**config.mk**
```make
export PLATFORM = sky130hd
export DESIGN_NAME = ps2_kb_rx
export DESIGN_NICKNAME = d
export VERILOG_FILES = /design/src/rtl/ps2_kb_rx.sv
export SDC_FILE = /design/constraint.sdc
export NUM_CORES = 1
export LEC_CHECK = 0
export BUFFER_PORTS_ARGS = -buffer_cell sky130_fd_sc_hd__buf_2
export CAP_MARGIN = 20
export CORE_MARGIN = 1
export CORE_UTILIZATION = 30
export DETAILED_ROUTE_END_ITERATION = 6
export PLACE_DENSITY = 0.47
export SYNTH_ARGS = -nofsm -noshare
export SYNTH_HDL_FRONTEND = slang
export SYNTH_SLANG_ARGS = --single-unit
```
**constraint.sdc**
```tcl
create_clock -name CLOCK_50 -period 3.4 [get_ports CLOCK_50]
set_input_delay 0.34 -clock CLOCK_50 [delete_from_list [all_inputs] [get_ports CLOCK_50]]
set_output_delay 0.34 -clock CLOCK_50 [all_outputs]
set_load 0.03 [all_outputs]
```
**src/rtl/ps2_kb_rx.sv**
```systemverilog
// PS/2 keyboard receiver: synchronises the PS/2 pins, deframes 11-bit frames and
// queues valid scan codes in a 4-entry first-word-fall-through FIFO with sticky error flags.
module ps2_kb_rx #(
    parameter int TIMEOUT_CYCLES = 50000
) (
    input  logic       CLOCK_50,
    input  logic       reset,
    input  logic       PS2_KBCLK,
    input  logic       PS2_KBDAT,
    input  logic       rd_en,
    input  logic       err_clr,
    output logic [7:0] data,
    output logic       empty,
    output logic       full,
    output logic [2:0] count,
    output logic       busy,
    output logic       parity_err,
    output logic       frame_err,
    output logic       overflow
);

    localparam int TMO_W = $clog2(TIMEOUT_CYCLES + 1);

    typedef enum logic {
        S_IDLE = 1'b0,
        S_RECV = 1'b1
    } state_t;

    logic             r_kclk_s1;
    logic             r_kclk_s2;
    logic             r_kclk_d;
    logic             r_kdat_s1;
    logic             r_kdat_s2;

    state_t           r_state;
    logic [3:0]       r_bitcnt;
    logic [TMO_W-1:0] r_tmo;
    logic [7:0]       r_shift;
    logic             r_par;

    logic [7:0]       r_mem [4];
    logic [1:0]       r_wp;
    logic [1:0]       r_rp;
    logic [2:0]       r_cnt;

    logic             r_perr;
    logic             r_ferr;
    logic             r_ovf;

    logic             w_fall;
    logic             w_bit;
    logic             w_par_ok;
    logic             w_stop_edge;
    logic             w_frame_ok;
    logic             w_set_perr;
    logic             w_set_ferr;
    logic             w_full;
    logic             w_pop;
    logic             w_wr;
    logic             w_set_ovf;

    // Pin synchronisers; idle-high lines so reset loads 1 and no false edge appears
    always_ff @(posedge CLOCK_50) begin
        if (reset) begin
            r_kclk_s1 <= 1'b1;
            r_kclk_s2 <= 1'b1;
            r_kclk_d  <= 1'b1;
            r_kdat_s1 <= 1'b1;
            r_kdat_s2 <= 1'b1;
        end else begin
            r_kclk_s1 <= PS2_KBCLK;
            r_kclk_s2 <= r_kclk_s1;
            r_kclk_d  <= r_kclk_s2;
            r_kdat_s1 <= PS2_KBDAT;
            r_kdat_s2 <= r_kdat_s1;
        end
    end

    assign w_fall      = r_kclk_d & ~r_kclk_s2;
    assign w_bit       = r_kdat_s2;
    assign w_par_ok    = ^{r_shift, r_par};
    assign w_stop_edge = (r_state == S_RECV) && w_fall && (r_bitcnt == 4'd9);
    assign w_frame_ok  = w_stop_edge && w_bit && w_par_ok;
    assign w_set_perr  = w_stop_edge && !w_par_ok;
    assign w_set_ferr  = w_stop_edge && !w_bit;

    // Bit counter: 0-7 data LSB first, 8 parity, 9 stop
    always_ff @(posedge CLOCK_50) begin
        if (reset) begin
            r_state  <= S_IDLE;
            r_bitcnt <= 4'd0;
            r_tmo    <= '0;
        end else begin
            case (r_state)
                S_IDLE: begin
                    r_bitcnt <= 4'd0;
                    r_tmo    <= '0;
                    if (w_fall && !w_bit) begin
                        r_state <= S_RECV;
                    end
                end
                S_RECV: begin
                    if (w_fall) begin
                        r_tmo <= '0;
                        if (r_bitcnt == 4'd9) begin
                            r_state  <= S_IDLE;
                            r_bitcnt <= 4'd0;
                        end else begin
                            r_bitcnt <= r_bitcnt + 4'd1;
                        end
                    end else if (r_tmo == TMO_W'(TIMEOUT_CYCLES)) begin
                        r_state  <= S_IDLE;
                        r_bitcnt <= 4'd0;
                        r_tmo    <= '0;
                    end else begin
                        r_tmo <= r_tmo + 1'b1;
                    end
                end
                default: begin
                    r_state  <= S_IDLE;
                    r_bitcnt <= 4'd0;
                    r_tmo    <= '0;
                end
            endcase
        end
    end

    // Frame datapath: shifts in on data-bit edges, no reset needed
    always_ff @(posedge CLOCK_50) begin
        if ((r_state == S_RECV) && w_fall) begin
            if (r_bitcnt < 4'd8) begin
                r_shift <= {w_bit, r_shift[7:1]};
            end else if (r_bitcnt == 4'd8) begin
                r_par <= w_bit;
            end
        end
    end

    assign w_full    = (r_cnt == 3'd4);
    assign w_pop     = rd_en && (r_cnt != 3'd0);
    assign w_wr      = w_frame_ok && (!w_full || w_pop);
    assign w_set_ovf = w_frame_ok && w_full && !w_pop;

    always_ff @(posedge CLOCK_50) begin
        if (reset) begin
            r_wp  <= 2'd0;
            r_rp  <= 2'd0;
            r_cnt <= 3'd0;
        end else begin
            if (w_wr) begin
                r_wp <= r_wp + 2'd1;
            end
            if (w_pop) begin
                r_rp <= r_rp + 2'd1;
            end
            case ({w_wr, w_pop})
                2'b10:   r_cnt <= r_cnt + 3'd1;
                2'b01:   r_cnt <= r_cnt - 3'd1;
                default: r_cnt <= r_cnt;
            endcase
        end
    end

    always_ff @(posedge CLOCK_50) begin
        if (w_wr) begin
            r_mem[r_wp] <= r_shift;
        end
    end

    // Sticky flags: a set in the same cycle as err_clr takes priority
    always_ff @(posedge CLOCK_50) begin
        if (reset) begin
            r_perr <= 1'b0;
            r_ferr <= 1'b0;
            r_ovf  <= 1'b0;
        end else begin
            if (err_clr) begin
                r_perr <= 1'b0;
                r_ferr <= 1'b0;
                r_ovf  <= 1'b0;
            end
            if (w_set_perr) begin
                r_perr <= 1'b1;
            end
            if (w_set_ferr) begin
                r_ferr <= 1'b1;
            end
            if (w_set_ovf) begin
                r_ovf <= 1'b1;
            end
        end
    end

    assign data       = (r_cnt == 3'd0) ? 8'h00 : r_mem[r_rp];
    assign empty      = (r_cnt == 3'd0);
    assign full       = w_full;
    assign count      = r_cnt;
    assign busy       = (r_state == S_RECV);
    assign parity_err = r_perr;
    assign frame_err  = r_ferr;
    assign overflow   = r_ovf;

endmodule

```
== After elaboration in Yosys (flattened, before gate mapping) ==
Memory sizes are Yosys's and may differ from the RTL's. A register that Yosys moved wholly into a read port is not among the register bits.
Cells that the tools add are included.
Operators by class
  $add $sub $neg: 6
  multiply operators: 0
  divide/modulo/power cells: 0
  magnitude comparators: 1
  eq/ne operators: 7
  shifts and indexed selects: 0
  mux-type cells: 22
  bitwise operators: 4
  reductions and logical operators: 25
Operators by type and width (number)
  16-bit two-way mux: 2
  16-bit case mux with 2 select lines: 1
  16-bit by 1-bit adder with 16-bit output (second input constant): 1
  16-bit equality test (second input constant): 1
  4-bit two-way mux: 3
  1-bit logical AND: 11
  1-bit two-way mux: 10
  9-bit parity: 1
  4-bit equality test (second input constant): 2
  8-bit two-way mux: 1
  4-bit case mux with 2 select lines: 1
  2-bit nonzero test: 4
  3-bit case mux with 2 select lines: 1
  2-bit by 1-bit adder with 2-bit output (second input constant): 2
  4-bit by 1-bit adder with 4-bit output (second input constant): 1
  1-bit zero test: 4
  4-bit less-than comparator (second input constant): 1
  2-bit two-way mux: 2
  3-bit by 1-bit adder with 3-bit output (second input constant): 1
  3-bit equality test (second input constant): 1
  3-bit zero test: 1
  3-bit by 1-bit inequality test with 1-bit output (second input constant): 1
  1-bit inverter: 3
  3-bit AND reduction: 1
  other kinds (8): 8
Storage, ports and cells
  flip-flop bits (word level): 45
  bits in latches: 0
  bits in writable memories: 32
  ROM bits: 0
  word-level logic and storage cells: 82
  memories: 1
Memory list
  r_mem: words 4, width 8, rd ports 1, clocked after Yosys merged registers in 1, write ports 1, RTL line 41  | logic [7:0] r_mem [4];

== Longest topological paths before layout ==
Gate-level depths: netlist of the first run.
  depth in word-level cells: 9
  depth in mapped cells: 10

== Worst setup path before layout of the first run ==
No wires, ideal clock.
  path type: reg-to-reg
  start: register r_cnt[0] (netlist: count[0])
  end: register r_cnt[2] (netlist: count[2])
  setup time: 0.121 ns
  arrival: 2.712 ns
  required time: 3.279 ns
  setup slack: 0.567 ns
  stages on the path, launching flop included: 9
  path buffers: 1
  period minus slack after synthesis: 2.833 ns
  cells stage by stage: dfxtp_1 -> nor3_2 -> nand2b_1 -> clkbuf_2 -> nor2_1 -> fa_1 -> nor3_1 -> a31oi_4 -> mux2_4
On the way
  word-level cells in the longest chain between the ends: 6
  elaborated cells between the ends (all ways): 12
  classes of those cells: add/sub (2); eq/ne (3); mux (1); reduce/logical (6)
RTL lines
  from (decl): RTL line 44  | logic [2:0] r_cnt;
  from (signal assigned): RTL line 157  | 2'b10: r_cnt <= r_cnt + 3'd1;
  from (signal assigned): RTL line 158  | 2'b01: r_cnt <= r_cnt - 3'd1;
  from (signal assigned): RTL line 159  | default: r_cnt <= r_cnt;
  3-bit equality test / 3-bit nonzero test (equally long branches): RTL line 139, 140
  1-bit zero test / 1-bit logical AND (equally long branches): RTL line 141, 140
  1-bit logical OR: RTL line 141  | assign w_wr = w_frame_ok && (!w_full || w_pop);
  1-bit logical AND: RTL line 141
  2-bit by 1-bit equality test with 1-bit output / 2-bit equality test (equally long branches): RTL line 156  | case ({w_wr, w_pop})
  3-bit case mux with 2 select lines / 2-bit nonzero test (equally long branches)
Several ways; a longest one is shown, not always the timed one.
A chain may end at the register's enable or synchronous reset.

== Worst setup path in the final report of the first run ==
  start: register r_shift[4]
  end: register r_cnt[2] (netlist: count[2])
On the way
  word-level cells in the longest chain between the ends: 5
  elaborated cells between the ends (all ways): 7
  classes of those cells: eq/ne (2); mux (1); reduce/logical (4)
RTL lines
  from (decl): RTL line 38  | logic [7:0] r_shift;
  from (signal assigned): RTL line 132  | r_shift <= {w_bit, r_shift[7:1]};
  9-bit parity *: RTL line 81  | assign w_par_ok = ^{r_shift, r_par};
  1-bit logical AND *: RTL line 83  | assign w_frame_ok = w_stop_edge && w_bit && w_par_ok;
  1-bit logical AND *: RTL line 141
  2-bit by 1-bit equality test with 1-bit output / 2-bit equality test (equally long branches): RTL line 156
  3-bit case mux with 2 select lines / 2-bit nonzero test (equally long branches)
Every way passes the cells marked *; elsewhere a longest branch is shown, timed or not.

==> metrics.txt, run 1 <==
total power=2.32 mW; routed wire length=5.73 mm; core area=10500 um^2; Setup-failing EPs final=0; syn_nets=272; Synth warnings=0; synth unique cells=43; cell count after synthesis=257; number of routed nets with antenna violations=0; Worst-path clk slew=0.09 ns; DIE AREA=11400 um^2; power density over the cells=617 nW/um^2; global placer's final weighted congestion=0.668; area share of the largest cell type after synthesis=37.2%; most common cell in the netlist=edfxtp_1; Final Net Count=297; top cells by area, synth=edfxtp_1, dfxtp_1, mux4_2; critical path type=register to register; layout cell share with drive strength beyond 1=19.9%; CP peak stage delay=0.49 ns; Worst setup SP type=register; first-pass GRT wire length=9.63 mm; leakage power=1.35 nW; TNS Setup=0 ns; Worst Clk Skew=0.0123 ns; GRT Total Usage=11.3%; drt pass-1 iters=4; Die Height=107 um; vias per cell=4.48; top_reg_cell synth=edfxtp_1; Post-synth EDFFs=41; Tightest Pin Transition=0.756 ns; io pins=23; Seq cells post-synth=79; post-DP HPWL=3.80 mm; initial core utilization=31.5%; initial antenna violation count=0; Max-slew headroom=49.4%; Max VDD drop=256 uV; run status=complete, no violations; Yosys top cell by area=edfxtp_1; fmax=0.352 GHz; TritonCTS clock tree=yes; minimum clock period=2.84 ns; CP Capture Type=register; hold_buf cts=0; Mapped Area=3310 um^2; DRT iter0 DRCs=80; register area share after synthesis=60.2%; CTS sink cnt=79; CP max stage cell=edfxtp_1; max_cap viols=0; Clock Tree Root=clkbuf_8; CP Max Fanout=6; final cycle utilization of the critical path=83.6%; Post-CTS Setup Inserts=0; Final Hold Fails=0; top cells by count, synth=edfxtp_1, dfxtp_1, nor2_1; post-layout util=35.8%; post-route insts no fill=423; Hold WC Path Type=primary input to register; die width=107 um; largest net degree at the start of global routing=21; synth-to-layout area growth=13.8%; WP data arrival=3.09 ns; n_diodes=0; CTS H-tree depth=3; post-placement cell count=407; number of global-route vias before repair=1890; drt wl/cell=13.5 um; cell row count=37; Worst-Skew Late Latency=0.35 ns; Post-synth ARST share=0%; CTS-repair resized insts=0; Max Slew Vio Count=0; DR DRC count=0; CTS buffer count=9; # port buffers=22; unrepaired setup endpoints after global routing=false; vias post-DR=1895; crit-path cells=xor2_1 > xnor3_1 > mux2i_2 > nor2_1 > fa_1 > nor3_1 > a31oi_4 > mux2_4; critical path required time=3.65 ns; syn avg cell area=12.9 um^2; clock buffer depth=2; grt ovf=0
-- per-layer routing --
metal	routed length [um]	vias to the layer above	global-route usage, %
met1	2830	918	14.6
li1	-	950	-
met4	62	0	3.82
met2	2670	22	17.5
met3	166	5	3.83
met5	0	-	0
-- worst paths after layout --
path | from | endpoint | slack (ns) | cells after the start
max reg2reg | r_shift[4]$_DFFE_PP_ | count[2]$_SDFFE_PP0P_ | 0.56 | 8
min reg2reg | r_kclk_s1$_SDFF_PP1_ | r_kclk_s2$_SDFF_PP1_ | 0.41 | 1
max | r_shift[4]$_DFFE_PP_ | count[2]$_SDFFE_PP0P_ | 0.56 | 8
min | PS2_KBCLK | r_kclk_s1$_SDFF_PP1_ | 0.16 | 2
-- power by group --
part | leakage (nW) | switching [mW] | internal (mW)
clock | 0.104 | 0.372 | 0.356
combinational | 0.574 | 0.312 | 0.204
sequential | 0.675 | 0.0590 | 1.02
total | 1.35 | 0.744 | 1.58
-- logic make-up after synthesis --
family | after synthesis | share of synthesized area (%)
compound gates | 14 | 2.88
xor+xnor | 24 | 7.64
fa+ha+maj | 9 | 3.63
buf+inv | 19 | 2.46
flops | 79 | 60.2
mux | 14 | 7.53
simple gates | 98 | 15.6
-- worst max-delay path, delay by kind of cell, from the launching register on --
family	cells	cell delay [ns]
adders and majority gates	1	0.43
AOI/OAI and AO/OA	1	0.05
and+or+nand+nor	2	0.42
DFF	1	0.49
muxes	2	0.67
xor gates and xnor gates	2	0.66
-- cell usage in the layout (no fill, tap or decap), types with 4 or more instances in the layout --
cell | netlist | final
a21oi_1 | 4 | 4
and2_1 | 5 | 5
and3_1 | 4 | 4
buf_2 | 1 | 22
clkbuf_8 | 0 | 9
dfxtp_1 | 38 | 38
edfxtp_1 | 41 | 41
ha_1 | 8 | 8
inv_1 | 9 | 9
mux2i_1 | 4 | 4
mux4_2 | 8 | 8
nand2_1 | 9 | 9
nand3_1 | 6 | 6
nor2_1 | 36 | 36
nor2b_1 | 10 | 10
o21ai_0 | 5 | 5
or2_2 | 5 | 5
xnor2_1 | 8 | 8
xor2_1 | 13 | 13
-- through the flow --
stage          hold WS, ns  setup slack, ns  area, um^2
3_3_place_gp         0.395            0.588        3550
3_5_place_dp         0.392            0.571        3550
6_report             0.163            0.559        3760
4_1_cts              0.142            0.550        3760
2_1_floorplan        0.389            0.567        3310
5_1_grt              0.144            0.433        3760
-- layout make-up --
type | count | area, um^2
Inverter | 9 | 33.8
Timing Repair Buffer | 24 | 125
Clock buffer | 9 | 124
Multi-Input combinational cell | 159 | 1230
Fill cell | 1041 | 6740
Clock inverter | 7 | 86.3
Sequential cell | 79 | 1990
Tap cell | 136 | 170
-- flip-flops by register name, indices dropped and copies added (netlist names), 2 cells and up, named ones only --
signal	cells
r_mem	32
r_tmo	16
r_shift	8
r_bitcnt	4
count	3
r_rp	2
r_wp	2
Power figures use the tool's default switching activity.
==> run 2, diff against run 1 <==
ABC_AREA = 1   (was unset)
PLACE_DENSITY = 0.49   (was 0.47)
clock period = 2.47 ns   (was 3.4 ns; I/O delays follow)
==> metrics.txt, run 2 <==
Final Hold Fails=0; Max VDD drop=306 uV; number of global-route vias before repair=2165; simple-gate share of the synthesized area=21.4%; TritonCTS clock tree=yes; max_cap viols=0; most common cell after layout, fill and taps aside=nor2_1; minimum clock period=2.13 ns; global placer's final weighted congestion=0.721; Tightest Pin Transition=0.614 ns; Hold WC Path Type=primary input to register; vias per cell=4.40; Post-CTS Setup Inserts=0; WP data arrival=2.36 ns; initial core utilization=31.1%; first-pass GRT wire length=10.3 mm; die width=108 um; XOR/XNOR share of the synthesized area=2.58%; Post-synth EDFFs=41; Synth warnings=0; cell count after synthesis=360; Die Height=108 um; run status=complete, no violations; drt pass-1 iters=4; CP Capture Type=register; DRT iter0 DRCs=89; register area share after synthesis=58.6%; routed wire length=6.29 mm; Clock Power Share=42.7%; Post-synth ARST share=0%; Final Net Count=409; DR DRC count=0; CP peak stage delay=0.47 ns; most used cell, CP=nand3_1; post-synthesis mux area share=0%; P_sw=768 uW; Max Slew Vio Count=0; cell row count=38; Pint=2.26 mW; top flop regs=r_mem x32, r_tmo x16, r_shift x8; power density over the cells=756 nW/um^2; CTS buffer count=9; Largest Register=r_mem; Clock Tree Root=clkbuf_16; post-DP HPWL=4.34 mm; crit-path cells=xor2_1 > nand3_1 > nand3_1 > nand3_1 > nand2_1 > inv_2 > fa_1 > inv_1 > nand2_1 > a21oi_1 > nor2_1; # port buffers=22; Worst-Skew Late Latency=0.33 ns; number of routed nets with antenna violations=0; hold_buf cts=0; critical path required time=2.70 ns; design area=4000 um^2; Setup-failing EPs final=0; critical path type=register to register; synth unique cells=35; syn avg cell area=9.45 um^2; layout cell share with drive strength beyond 1=17.8%; CTS sink cnt=79; Seq cells post-synth=79; core area=10900 um^2; CTS-repair resized insts=0; leakage power=1.58 nW; Logic pwr share=10.5%; top_reg_cell synth=edfxtp_1; grt ovf=0; Max-slew headroom=59.0%; post-placement cell count=523; top cells by count, synth=nor2_1, nand2_1, edfxtp_1; Worst setup SP type=register; vias post-DR=2373; switching share of total power=25.4%; max FFs per register=32; most common cell in the netlist=nor2_1; clock buffer depth=2; post-route insts no fill=539; DIE AREA=11800 um^2; CTS H-tree depth=3; synth-to-layout area growth=17.7%; Yosys top cell by area=edfxtp_1; placed cell area=3710 um^2; Mapped Area=3400 um^2; post-layout util=36.6%; io pins=23; initial antenna violation count=0; most frequent cells in the layout=nor2_1, nand2_1, edfxtp_1; largest family of logic cells by synthesized area=simple AND/OR/NAND/NOR gates; top cells by area, synth=edfxtp_1, dfxtp_1, nor2_1; n_diodes=0; CP Max Fanout=6; CP max stage cell=edfxtp_1; fill count=1140; largest net degree at the start of global routing=18; compound-cell area share of the yosys netlist=7.87%; drt wl/cell=11.7 um; Worst-path clk slew=0.06 ns; final cycle utilization of the critical path=86.1%; share of total power in sequential cells=46.8%; syn_nets=375; TNS Setup=0 ns; Worst Clk Skew=0.00817 ns; GRT Total Usage=11.7%; area share of the largest cell type after synthesis=36.2%; unrepaired setup endpoints after global routing=false; Adder-Cell Fraction of Synth Area=3.53%; fmax=0.470 GHz
[run 2: changes by cell type in the layout (fill, tap and decap cells not counted), sizes merged, moves of 6 or more]
cell,delta
o21ai,+17
xnor2,-6
mux4,-8
nand2,+44
a21oi,+23
nor2b,-10
nand3,+8
nor2,+28
inv,+36
[run 2: cell type report]
| class | instances | area, um^2 | area share, % |
|---|---|---|---|
| Clock inverter | 6 | 60.1 | 1.50 |
| Timing Repair Buffer | 29 | 163 | 4.06 |
| Clock buffer | 10 | 229 | 5.72 |
| Tap cell | 140 | 175 | 4.38 |
| Multi-Input combinational cell | 227 | 1200 | 30.1 |
| Inverter | 48 | 180 | 4.50 |
| Sequential cell | 79 | 1990 | 49.7 |
[run 2: routing by layer]
metal / vias up / global-route usage (%) / wire (um)
met5: - / 0 / 0
met4: 0 / 3.76 / 62
met3: 8 / 4.28 / 264
met2: 31 / 19.1 / 2940
met1: 1089 / 14.2 / 3020
li1: 1245 / - / -
[run 2: cell families after synthesis]
| family | Yosys count |
|---|---|
| adder cells (fa/ha/maj) | 9 |
| AO/OA/AOI/OAI | 52 |
| AND/OR/NAND/NOR | 156 |
| buffers and inverters | 54 |
| XOR/XNOR | 10 |
| flip-flops | 79 |
[run 2: power by group through the flow]
| stage | clock, mW | combinational (mW) | sequential, mW |
|---|---|---|---|
| after floorplan | 0 | 0.215 | 1.45 |
| after global placement | 0 | 0.319 | 1.45 |
| after detailed placement | 0 | 0.321 | 1.45 |
| after CTS | 1.34 | 0.322 | 1.42 |
| after global routing | 1.38 | 0.348 | 1.42 |
| final | 1.29 | 0.318 | 1.42 |
[run 2: stage by stage]
stage	power, mW	setup slack (ns)	hold WS, ns
3_5_place_dp	1.77	0.339	0.394
4_1_cts	3.07	0.321	0.0786
6_report	3.03	0.343	0.0909
5_1_grt	3.14	0.0874	0.0822
3_3_place_gp	1.76	0.376	0.391
2_1_floorplan	1.66	0.281	0.351
[run 2: worst max-delay path, delay by kind of cell, from the launching register on]
| kind | cells | cell delay (ns) |
|---|---|---|
| buffers and inverters | 2 | 0.12 |
| adder cells (fa/ha/maj) | 1 | 0.37 |
| AO/OA/AOI/OAI | 1 | 0.14 |
| AND/OR/NAND/NOR | 6 | 0.65 |
| XOR/XNOR | 1 | 0.27 |
| flip-flops | 1 | 0.47 |
[run 2: path summary, 6_finish.rpt]
kind	depth (start not counted)	end	startpoint	slack (ns)
setup / recovery	11	count[2]$_SDFFE_PP0P_	r_shift[6]$_DFFE_PP_	0.34
setup reg to reg	11	count[2]$_SDFFE_PP0P_	r_shift[6]$_DFFE_PP_	0.34
hold / removal	2	r_kdat_s1$_SDFF_PP1_	PS2_KBDAT	0.09
hold reg to reg	1	r_kdat_s2$_SDFF_PP1_	r_kdat_s1$_SDFF_PP1_	0.41
==> run 3, diff against run 2 <==
CORE_MARGIN = 2   (was 1)
==> metrics.txt, run 3 (synthesized netlist as in run 2, its figures left out) <==
run status=complete, no violations; setup slack at placement=0.322 ns; leakage power=1.58 nW; max_cap viols=0; Worst Clk Skew=0.00599 ns; number of global-route vias before repair=2125; Max VDD drop=414 uV; drt pass-1 iters=4; fmax=0.466 GHz; Hold WC Path Type=primary input to register; Max Slew Vio Count=0; setup ws final=0.325 ns; Setup-failing EPs final=0; Max-slew headroom=54.2%; Worst-Skew Late Latency=0.33 ns; CTS buffer count=9; post-route insts no fill=539; crit-path cells=xor2_1 > nand3_1 > nand3_1 > nand3_1 > nand2_1 > inv_2 > fa_1 > inv_1 > nand2_1 > a21oi_1 > nor2_1; clock buffer depth=2; number of routed nets with antenna violations=0; Worst R2R End=count[2]$_SDFFE_PP0P_; die width=110 um; grt ovf=0; WP data arrival=2.37 ns; CP Capture Type=register; hold path startpoint=PS2_KBDAT; unrepaired setup endpoints after global routing=false; io pins=23; R2R Path Start=r_shift[6]$_DFFE_PP_; Reg area=1990 um^2; minimum clock period=2.15 ns; Clock Tree Root=clkbuf_16; Tightest Pin Transition=0.685 ns; R2R setup slack=0.32 ns; synth-to-layout area growth=18.0%; post-layout util=36.7%; Die Height=110 um; n_diodes=0; Worst-path clk slew=0.06 ns; # port buffers=22; total power=3.03 mW; final cycle utilization of the critical path=86.8%; Multi-input gate area=1200 um^2; Post-CTS Setup Inserts=0; DR DRC count=0; routed wire length=6.12 mm; vias post-DR=2356; most used cell, CP=nand3_1; most frequent cells in the layout=nor2_1, nand2_1, edfxtp_1; drt wl/cell=11.4 um; CTS H-tree depth=3; cell row count=38; Final Net Count=409; CP max stage cell=edfxtp_1; largest net degree at the start of global routing=18; initial antenna violation count=0; power density over the cells=755 nW/um^2; vias per cell=4.37; CTS sink cnt=79; first-pass GRT wire length=10.0 mm; max FFs per register=32; GRT Total Usage=10.2%; layout cell share with drive strength beyond 1=17.8%; fill count=1122; TritonCTS clock tree=yes; top flop regs=r_mem x32, r_tmo x16, r_shift x8; CP peak stage delay=0.47 ns; most common cell after layout, fill and taps aside=nor2_1; DRT iter0 DRCs=87; initial core utilization=31.1%; post-DP HPWL=4.27 mm; Worst setup SP type=register; CTS-repair resized insts=0; critical path required time=2.69 ns; critical path type=register to register; CP Max Fanout=6; global placer's final weighted congestion=0.739; core area=10900 um^2; TNS Setup=0 ns; R2R depth=11; DIE AREA=12200 um^2; Final Hold Fails=0; post-placement cell count=523; hold_buf cts=0; hold path depth=2; Largest Register=r_mem; Hold Path End=r_kdat_s1$_SDFF_PP1_
-- run 3: worst max-delay path, delay by kind of cell (launching register included) --
family / cells / cell delay [ns]
buf+inv: 2 / 0.12
flops: 1 / 0.47
compound gates: 1 / 0.14
fa+ha+maj: 1 / 0.37
xor+xnor: 1 / 0.26
simple gates: 6 / 0.68
-- run 3: layer usage --
| layer | part of all wire (%) | track usage (%) | wire length (um) | vias to the layer above |
|---|---|---|---|---|
| met4 | 1.1 | 3.58 | 65 | 0 |
| met2 | 48 | 17.1 | 2950 | 26 |
| met1 | 47 | 12.4 | 2900 | 1077 |
| li1 | - | - | - | 1245 |
| met3 | 3.3 | 3.18 | 202 | 8 |
| met5 | 0 | 0 | 0 | - |
-- run 3: how the worst max path moves through the flow --
stage	start	end	slack, ns	cells past startpoint
floorplan	count[0]$_SDFFE_PP0P_	count[2]$_SDFFE_PP0P_	0.28	9
global placement	r_shift[5]$_DFFE_PP_	count[2]$_SDFFE_PP0P_	0.37	11
detailed placement	r_shift[6]$_DFFE_PP_	count[2]$_SDFFE_PP0P_	0.32	11
CTS	r_shift[6]$_DFFE_PP_	count[2]$_SDFFE_PP0P_	0.31	11
global route	r_shift[6]$_DFFE_PP_	count[2]$_SDFFE_PP0P_	0.1	11
finish	r_shift[6]$_DFFE_PP_	count[2]$_SDFFE_PP0P_	0.32	11
-- run 3: where the power goes --
group	switching [mW]	internal (mW)	leakage, nW
Combinational	0.230	0.0989	0.764
Sequential	0.0282	1.39	0.675
Clock	0.506	0.782	0.141
Total	0.764	2.27	1.58
-- run 3: metrics by stage --
stage / hold WS [ns] / area, um^2
6_report: 0.0982 / 4010
5_1_grt: 0.0955 / 4010
4_1_cts: 0.0891 / 4010
3_5_place_dp: 0.393 / 3710
3_3_place_gp: 0.391 / 3710
2_1_floorplan: 0.351 / 3400
-- run 3: area by class of cell --
cell class                 instances  area share, %
clock buffer                       9           5.61
clock inverter                     7           1.78
inverter                          48           4.49
multi-input combinational        227           30.0
sequential                        79           49.7
tap                              140           4.37
timing repair buffer              29           4.05
